**src/rtl/kf_cov_predict_2x2.sv**
```systemverilog
// Kalman covariance-predict stage: P_out = F*P*F^T + Q on signed fixed-point
// operands, time-multiplexed over a single shared multiplier (16 cycles per set).
module kf_cov_predict_2x2 #(
    parameter int WIDTH = 16,
    parameter int FRAC  = 8
) (
    input  logic                    clk,
    input  logic                    rst,
    input  logic                    in_valid,
    output logic                    in_ready,
    input  logic signed [WIDTH-1:0] f00,
    input  logic signed [WIDTH-1:0] f01,
    input  logic signed [WIDTH-1:0] f10,
    input  logic signed [WIDTH-1:0] f11,
    input  logic signed [WIDTH-1:0] p00,
    input  logic signed [WIDTH-1:0] p01,
    input  logic signed [WIDTH-1:0] p10,
    input  logic signed [WIDTH-1:0] p11,
    input  logic signed [WIDTH-1:0] q00,
    input  logic signed [WIDTH-1:0] q01,
    input  logic signed [WIDTH-1:0] q10,
    input  logic signed [WIDTH-1:0] q11,
    output logic                    out_valid,
    input  logic                    out_ready,
    output logic signed [WIDTH-1:0] po00,
    output logic signed [WIDTH-1:0] po01,
    output logic signed [WIDTH-1:0] po10,
    output logic signed [WIDTH-1:0] po11
);

    typedef enum logic [1:0] {
        IDLE,
        MUL_FP,
        MUL_FPFT,
        OUT
    } state_t;

    localparam int PW = 2 * WIDTH;

    state_t r_state;
    state_t w_nextState;
    logic [2:0] r_k;

    logic signed [WIDTH-1:0] r_f   [4];
    logic signed [WIDTH-1:0] r_p   [4];
    logic signed [WIDTH-1:0] r_q   [4];
    logic signed [WIDTH-1:0] r_t   [4];
    logic signed [WIDTH-1:0] r_res [3];
    logic signed [PW-1:0]    r_acc;
    logic                    r_outValid;
    logic signed [WIDTH-1:0] r_po  [4];

    logic [1:0]              w_elem;
    logic                    w_i;
    logic                    w_j;
    logic                    w_half;
    logic signed [WIDTH-1:0] w_opA;
    logic signed [WIDTH-1:0] w_opB;
    logic signed [PW-1:0]    w_prod;
    logic signed [PW:0]      w_sum;
    logic signed [PW:0]      w_shifted;
    logic signed [WIDTH-1:0] w_dotSat;
    logic signed [WIDTH:0]   w_qSum;
    logic signed [WIDTH-1:0] w_poElem;

    // Clamp a (2*WIDTH+1)-bit value into WIDTH bits.
    function automatic logic [WIDTH-1:0] satWide(input logic [PW:0] v);
        if ((&v[PW:WIDTH-1]) || !(|v[PW:WIDTH-1]))
            return v[WIDTH-1:0];
        else if (v[PW])
            return {1'b1, {(WIDTH-1){1'b0}}};
        else
            return {1'b0, {(WIDTH-1){1'b1}}};
    endfunction

    function automatic logic [WIDTH-1:0] satNarrow(input logic [WIDTH:0] v);
        if (v[WIDTH] == v[WIDTH-1])
            return v[WIDTH-1:0];
        else if (v[WIDTH])
            return {1'b1, {(WIDTH-1){1'b0}}};
        else
            return {1'b0, {(WIDTH-1){1'b1}}};
    endfunction

    assign in_ready = (r_state == IDLE) && !rst;

    // k[2:1] selects the output element (row i, column j), k[0] the inner-product term.
    assign w_elem = r_k[2:1];
    assign w_i    = r_k[2];
    assign w_j    = r_k[1];
    assign w_half = r_k[0];

    always_comb begin
        w_opA = r_f[{w_i, w_half}];
        w_opB = r_p[{w_half, w_j}];
        if (r_state == MUL_FPFT) begin
            w_opA = r_t[{w_i, w_half}];
            w_opB = r_f[{w_j, w_half}];
        end
    end

    assign w_prod    = w_opA * w_opB;
    assign w_sum     = {r_acc[PW-1], r_acc} + {w_prod[PW-1], w_prod};
    assign w_shifted = w_sum >>> FRAC;
    assign w_dotSat  = satWide(w_shifted);
    assign w_qSum    = {w_dotSat[WIDTH-1], w_dotSat} + {r_q[w_elem][WIDTH-1], r_q[w_elem]};
    assign w_poElem  = satNarrow(w_qSum);

    always_ff @(posedge clk) begin
        if (rst)
            r_state <= IDLE;
        else
            r_state <= w_nextState;
    end

    always_comb begin
        w_nextState = r_state;
        case (r_state)
            IDLE:     if (in_valid) w_nextState = MUL_FP;
            MUL_FP:   if (r_k == 3'd7) w_nextState = MUL_FPFT;
            MUL_FPFT: if (r_k == 3'd7) w_nextState = OUT;
            OUT:      if (out_ready) w_nextState = IDLE;
            default:  w_nextState = IDLE;
        endcase
    end

    always_ff @(posedge clk) begin
        if (rst) begin
            r_k        <= '0;
            r_acc      <= '0;
            r_outValid <= 1'b0;
            for (int n = 0; n < 4; n++) begin
                r_f[n]  <= '0;
                r_p[n]  <= '0;
                r_q[n]  <= '0;
                r_t[n]  <= '0;
                r_po[n] <= '0;
            end
            for (int n = 0; n < 3; n++)
                r_res[n] <= '0;
        end else begin
            case (r_state)
                IDLE: begin
                    r_k <= '0;
                    if (in_valid) begin
                        r_f[0] <= f00; r_f[1] <= f01; r_f[2] <= f10; r_f[3] <= f11;
                        r_p[0] <= p00; r_p[1] <= p01; r_p[2] <= p10; r_p[3] <= p11;
                        r_q[0] <= q00; r_q[1] <= q01; r_q[2] <= q10; r_q[3] <= q11;
                    end
                end
                MUL_FP: begin
                    r_k <= r_k + 3'd1;
                    if (!w_half)
                        r_acc <= w_prod;
                    else
                        r_t[w_elem] <= w_dotSat;
                end
                MUL_FPFT: begin
                    r_k <= r_k + 3'd1;
                    if (!w_half) begin
                        r_acc <= w_prod;
                    end else if (r_k != 3'd7) begin
                        r_res[w_elem] <= w_poElem;
                    end else begin
                        // All four results appear together so po never shows a partial set.
                        r_po[0]    <= r_res[0];
                        r_po[1]    <= r_res[1];
                        r_po[2]    <= r_res[2];
                        r_po[3]    <= w_poElem;
                        r_outValid <= 1'b1;
                    end
                end
                OUT: begin
                    if (out_ready)
                        r_outValid <= 1'b0;
                end
                default: r_k <= '0;
            endcase
        end
    end

    assign out_valid = r_outValid;
    assign po00      = r_po[0];
    assign po01      = r_po[1];
    assign po10      = r_po[2];
    assign po11      = r_po[3];

endmodule

```
**config.mk**
```make
export PLATFORM = sky130hd
export DESIGN_NAME = kf_cov_predict_2x2
export DESIGN_NICKNAME = d
export VERILOG_FILES = /design/src/rtl/kf_cov_predict_2x2.sv
export SDC_FILE = /design/constraint.sdc
export NUM_CORES = 1
export LEC_CHECK = 0
export CAP_MARGIN = 10
export CORE_MARGIN = 4
export CORE_UTILIZATION = 45
export CTS_CLUSTER_SIZE = 14
export DETAILED_ROUTE_END_ITERATION = 8
export GPL_TIMING_DRIVEN = 0
export PLACE_DENSITY = 0.66
export SKIP_CTS_REPAIR_TIMING = 1
export SYNTH_ARGS = -nofsm -noshare
export SYNTH_HDL_FRONTEND = slang
export SYNTH_SLANG_ARGS = --single-unit
```
**constraint.sdc**
```tcl
create_clock -name clk -period 39.5 [get_ports clk]
set_clock_uncertainty 0.2 [all_clocks]
set_input_delay 9.875 -clock clk [delete_from_list [all_inputs] [get_ports clk]]
set_output_delay 9.875 -clock clk [all_outputs]
set_load 0.01 [all_outputs]
```
==> out/metrics.yaml, run 1 <==
cts:
  cts_max_level: 2
  cts_sinks: 409
  cts_inserted_buffers: 42
  clk_pin_slew_ns: 0.06
  root_buffer: "clkbuf_16"
  clk_path_buf_depth: 3
  cts_tree: "yes"
  worstSkewPairLatency_ns: 0.59
yosys:
  synth-main-ff-cell: "edfxtp_1"
  synth_seq_cells: 409
  syn-num-nets: 3301
  ys_top_cells_by_count: "edfxtp_1 (368), inv_1 (343), nor2_1 (268)"
  netlist_top_cells_area: "edfxtp_1 (37%), fa_1 (18%), ha_1 (5.8%)"
  synth_edf_count: 368
  yosysTopAreaCellShare: 0.371
  synthesis.area_um2: 29700
  async_flop_share: 0
  ys_seq_area_frac: 0.399
  synth_warnings: 0
  synth_cells: 2705
  avgSynthCellArea_um2: 11.0
  synth.distinct_cells: 65
  yosysMostFrequentCell: "edfxtp_1"
  yosys.area.top_type: "edfxtp_1"
detailed_routing:
  ant_nets: 0
  route.detailed.drc: 0
  dr.pass1.iters: 5
  drtIter0Drc: 1839
  via_per_inst: 5.47
  wl_per_cell_um: 20.9
  vias: 21390
  wl_um: 81700
sta:
  worstMarginPinSlew_ns: 1.28
  period_needed_ns: 21.94
  setup_tns_ns: 0
  relSlewSlack: 0.139
  hold_violations: 0
  max_freq_mhz: 45.6
  hold_slack_ns: 0.262
  timing.final.max_slew_violations: 0
  finalSetupViolCount: 0
  rsz0062_at_grt: "false"
  fin_crit_sh: 0.555
place:
  gp_congestion: 0.949
  place_hpwl_um: 65700
  portBuffers: 261
  dp_cells: 3833
floorplanning:
  core-area_um2: 65600
  die_w_um: 265
  ios: 262
  initial_utilization: 0.453
  dieArea_um2: 70300
  row_count: 94
  dieHeight_um: 265
worst_setup_path:
  cp_max_fo: 10
  criticalPathCategory: "in2out"
  cp-start-kind: "primary input"
  arrival_ns: 11.86
  cp-end-kind: "primary output"
  crit_required_ns: 29.42
cells_and_area:
  antenna_cells: 0
  syn2layout_area_growth_pct: 17.4
  multi_input_area_um2: 16100
  nets: 3611
  fin_util: 0.532
  seq_area_um2: 11900
  drive_gt1_frac: 0.0561
  fill_cells: 5729
  fin_cells: 3912
global_route:
  grt_pass1_vias: 22362
  use_met3: 0.0392
  use_met2: 0.402
  antenna_found_initial: 2
  grt_max_degree: 80
  met1_usage: 0.299
  grt_pass1_wl_um: 126000
  gr-usage-all-layers: 0.231
  grt-ovfl-total: 0
  gr-max-usage-layer: "met2"
outcome:
  status: "complete, no violations"
job:
  maxCapViolCount: 0
hold_path:
  hp-class: "reg2reg"
-- through the flow --
step	setup slack (ns)	area [um2]
floorplan	19.17	29700
global placement	17.61	33400
detailed placement	17.62	33500
CTS	17.60	34900
global route	17.51	34900
finish	17.56	34900
-- flip-flops by register name, indices dropped and copies added (netlist names), 3 cells and up, named ones only --
signal	count
r_po	64
r_acc	32
r_k	3
r_res	48
r_p	64
r_q	64
r_t	64
r_f	64
-- area by class of cell --
type / instances / share of cell area
Timing Repair Buffer: 266 / 0.0773
Clock buffer: 53 / 0.0313
Buffer: 135 / 0.0154
Tap cell: 864 / 0.0310
Clock inverter: 24 / 0.00788
Multi-Input combinational cell: 1818 / 0.460
Inverter: 343 / 0.0369
Sequential cell: 409 / 0.340
-- cells by family after synthesis --
| family | share of synthesized area |
|---|---|
| AND/OR/NAND/NOR | 0.148 |
| multiplexers | 0.0614 |
| buffers and inverters | 0.0613 |
| XOR/XNOR | 0.0203 |
| AO/OA/AOI/OAI | 0.0750 |
| adder cells (fa/ha/maj) | 0.235 |
| flip-flops | 0.399 |
-- worst paths after layout --
check	depth (start not counted)	slack, ns	from	end
max	4	17.56	rst	in_ready
min	2	0.26	r_acc[14]$_SDFFE_PP0P_	r_acc[14]$_SDFFE_PP0P_
max reg2reg	54	22.14	register	r_res[1][5]$_SDFFCE_PN0P_
min reg2reg	2	0.26	r_acc[14]$_SDFFE_PP0P_	r_acc[14]$_SDFFE_PP0P_
-- placed cells by master, fill, tap and decap left out, drive strengths merged, types with 22 or more instances in the layout --
master	count
and2	255
a21oi	112
o21ai	31
inv	346
mux4	50
clkdlybuf4s50	261
nand2b	32
nand2	198
ha	137
a211oi	22
fa	263
clkbuf	163
mux2	24
buf	30
o31ai	63
edfxtp	368
xnor2	47
nor2b	33
a21o	39
mux2i	43
dfxtp	41
nor2	268
xor2	22
-- layer usage --
metal	share of wire	wire, um
met1	0.40	32600
met2	0.50	41100
met3	0.070	5720
met4	0.028	2300
met5	0.00021	17
-- worst max-delay path, stage by stage --
cell and delay (ns):
clkdlybuf4s50_1 0.78, clkbuf_1 0.52, nor2b_1 0.10, clkdlybuf4s50_1 0.57
Power of run 1 is left out: the tool's default activity adds up to more than one toggle a clock period on the data nets, which glitch-free logic cannot reach.
==> inputs of run 2 (changes only) <==
==> constraint.sdc (replaced) <==
create_clock -name clk -period 20.4 [get_ports clk]
set_clock_uncertainty 0.2 [all_clocks]
set_input_delay 5.1 -clock clk [delete_from_list [all_inputs] [get_ports clk]]
set_output_delay 5.1 -clock clk [all_outputs]
set_load 0.01 [all_outputs]
==> results of run 2 <==
The final DEF is identical to that of run 1. Status: complete, no violations.
Main changes from that run: setup slack after placement 17.62 ns -> 3.30 ns; setup slack after layout 17.56 ns -> 3.04 ns; end point of the critical path in_ready -> r_res[1][5]$_SDFFCE_PN0P_; register-to-register setup slack 22.14 ns -> 3.04 ns
Power of run 2 is left out for the same reason.
==> inputs of run 3 (changes only) <==
==> constraint.sdc (replaced) <==
create_clock -name clk -period 18.8 [get_ports clk]
set_clock_uncertainty 0.2 [all_clocks]
set_input_delay 4.7 -clock clk [delete_from_list [all_inputs] [get_ports clk]]
set_output_delay 4.7 -clock clk [all_outputs]
set_load 0.01 [all_outputs]
==> results of run 3 <==
The final DEF is identical to that of run 1. Status: complete, no violations.
Main changes from that run: setup slack after placement 17.62 ns -> 1.70 ns; setup slack after layout 17.56 ns -> 1.44 ns; end point of the critical path in_ready -> r_res[1][5]$_SDFFCE_PN0P_; register-to-register setup slack 22.14 ns -> 1.44 ns
Power of run 3 is left out for the same reason.
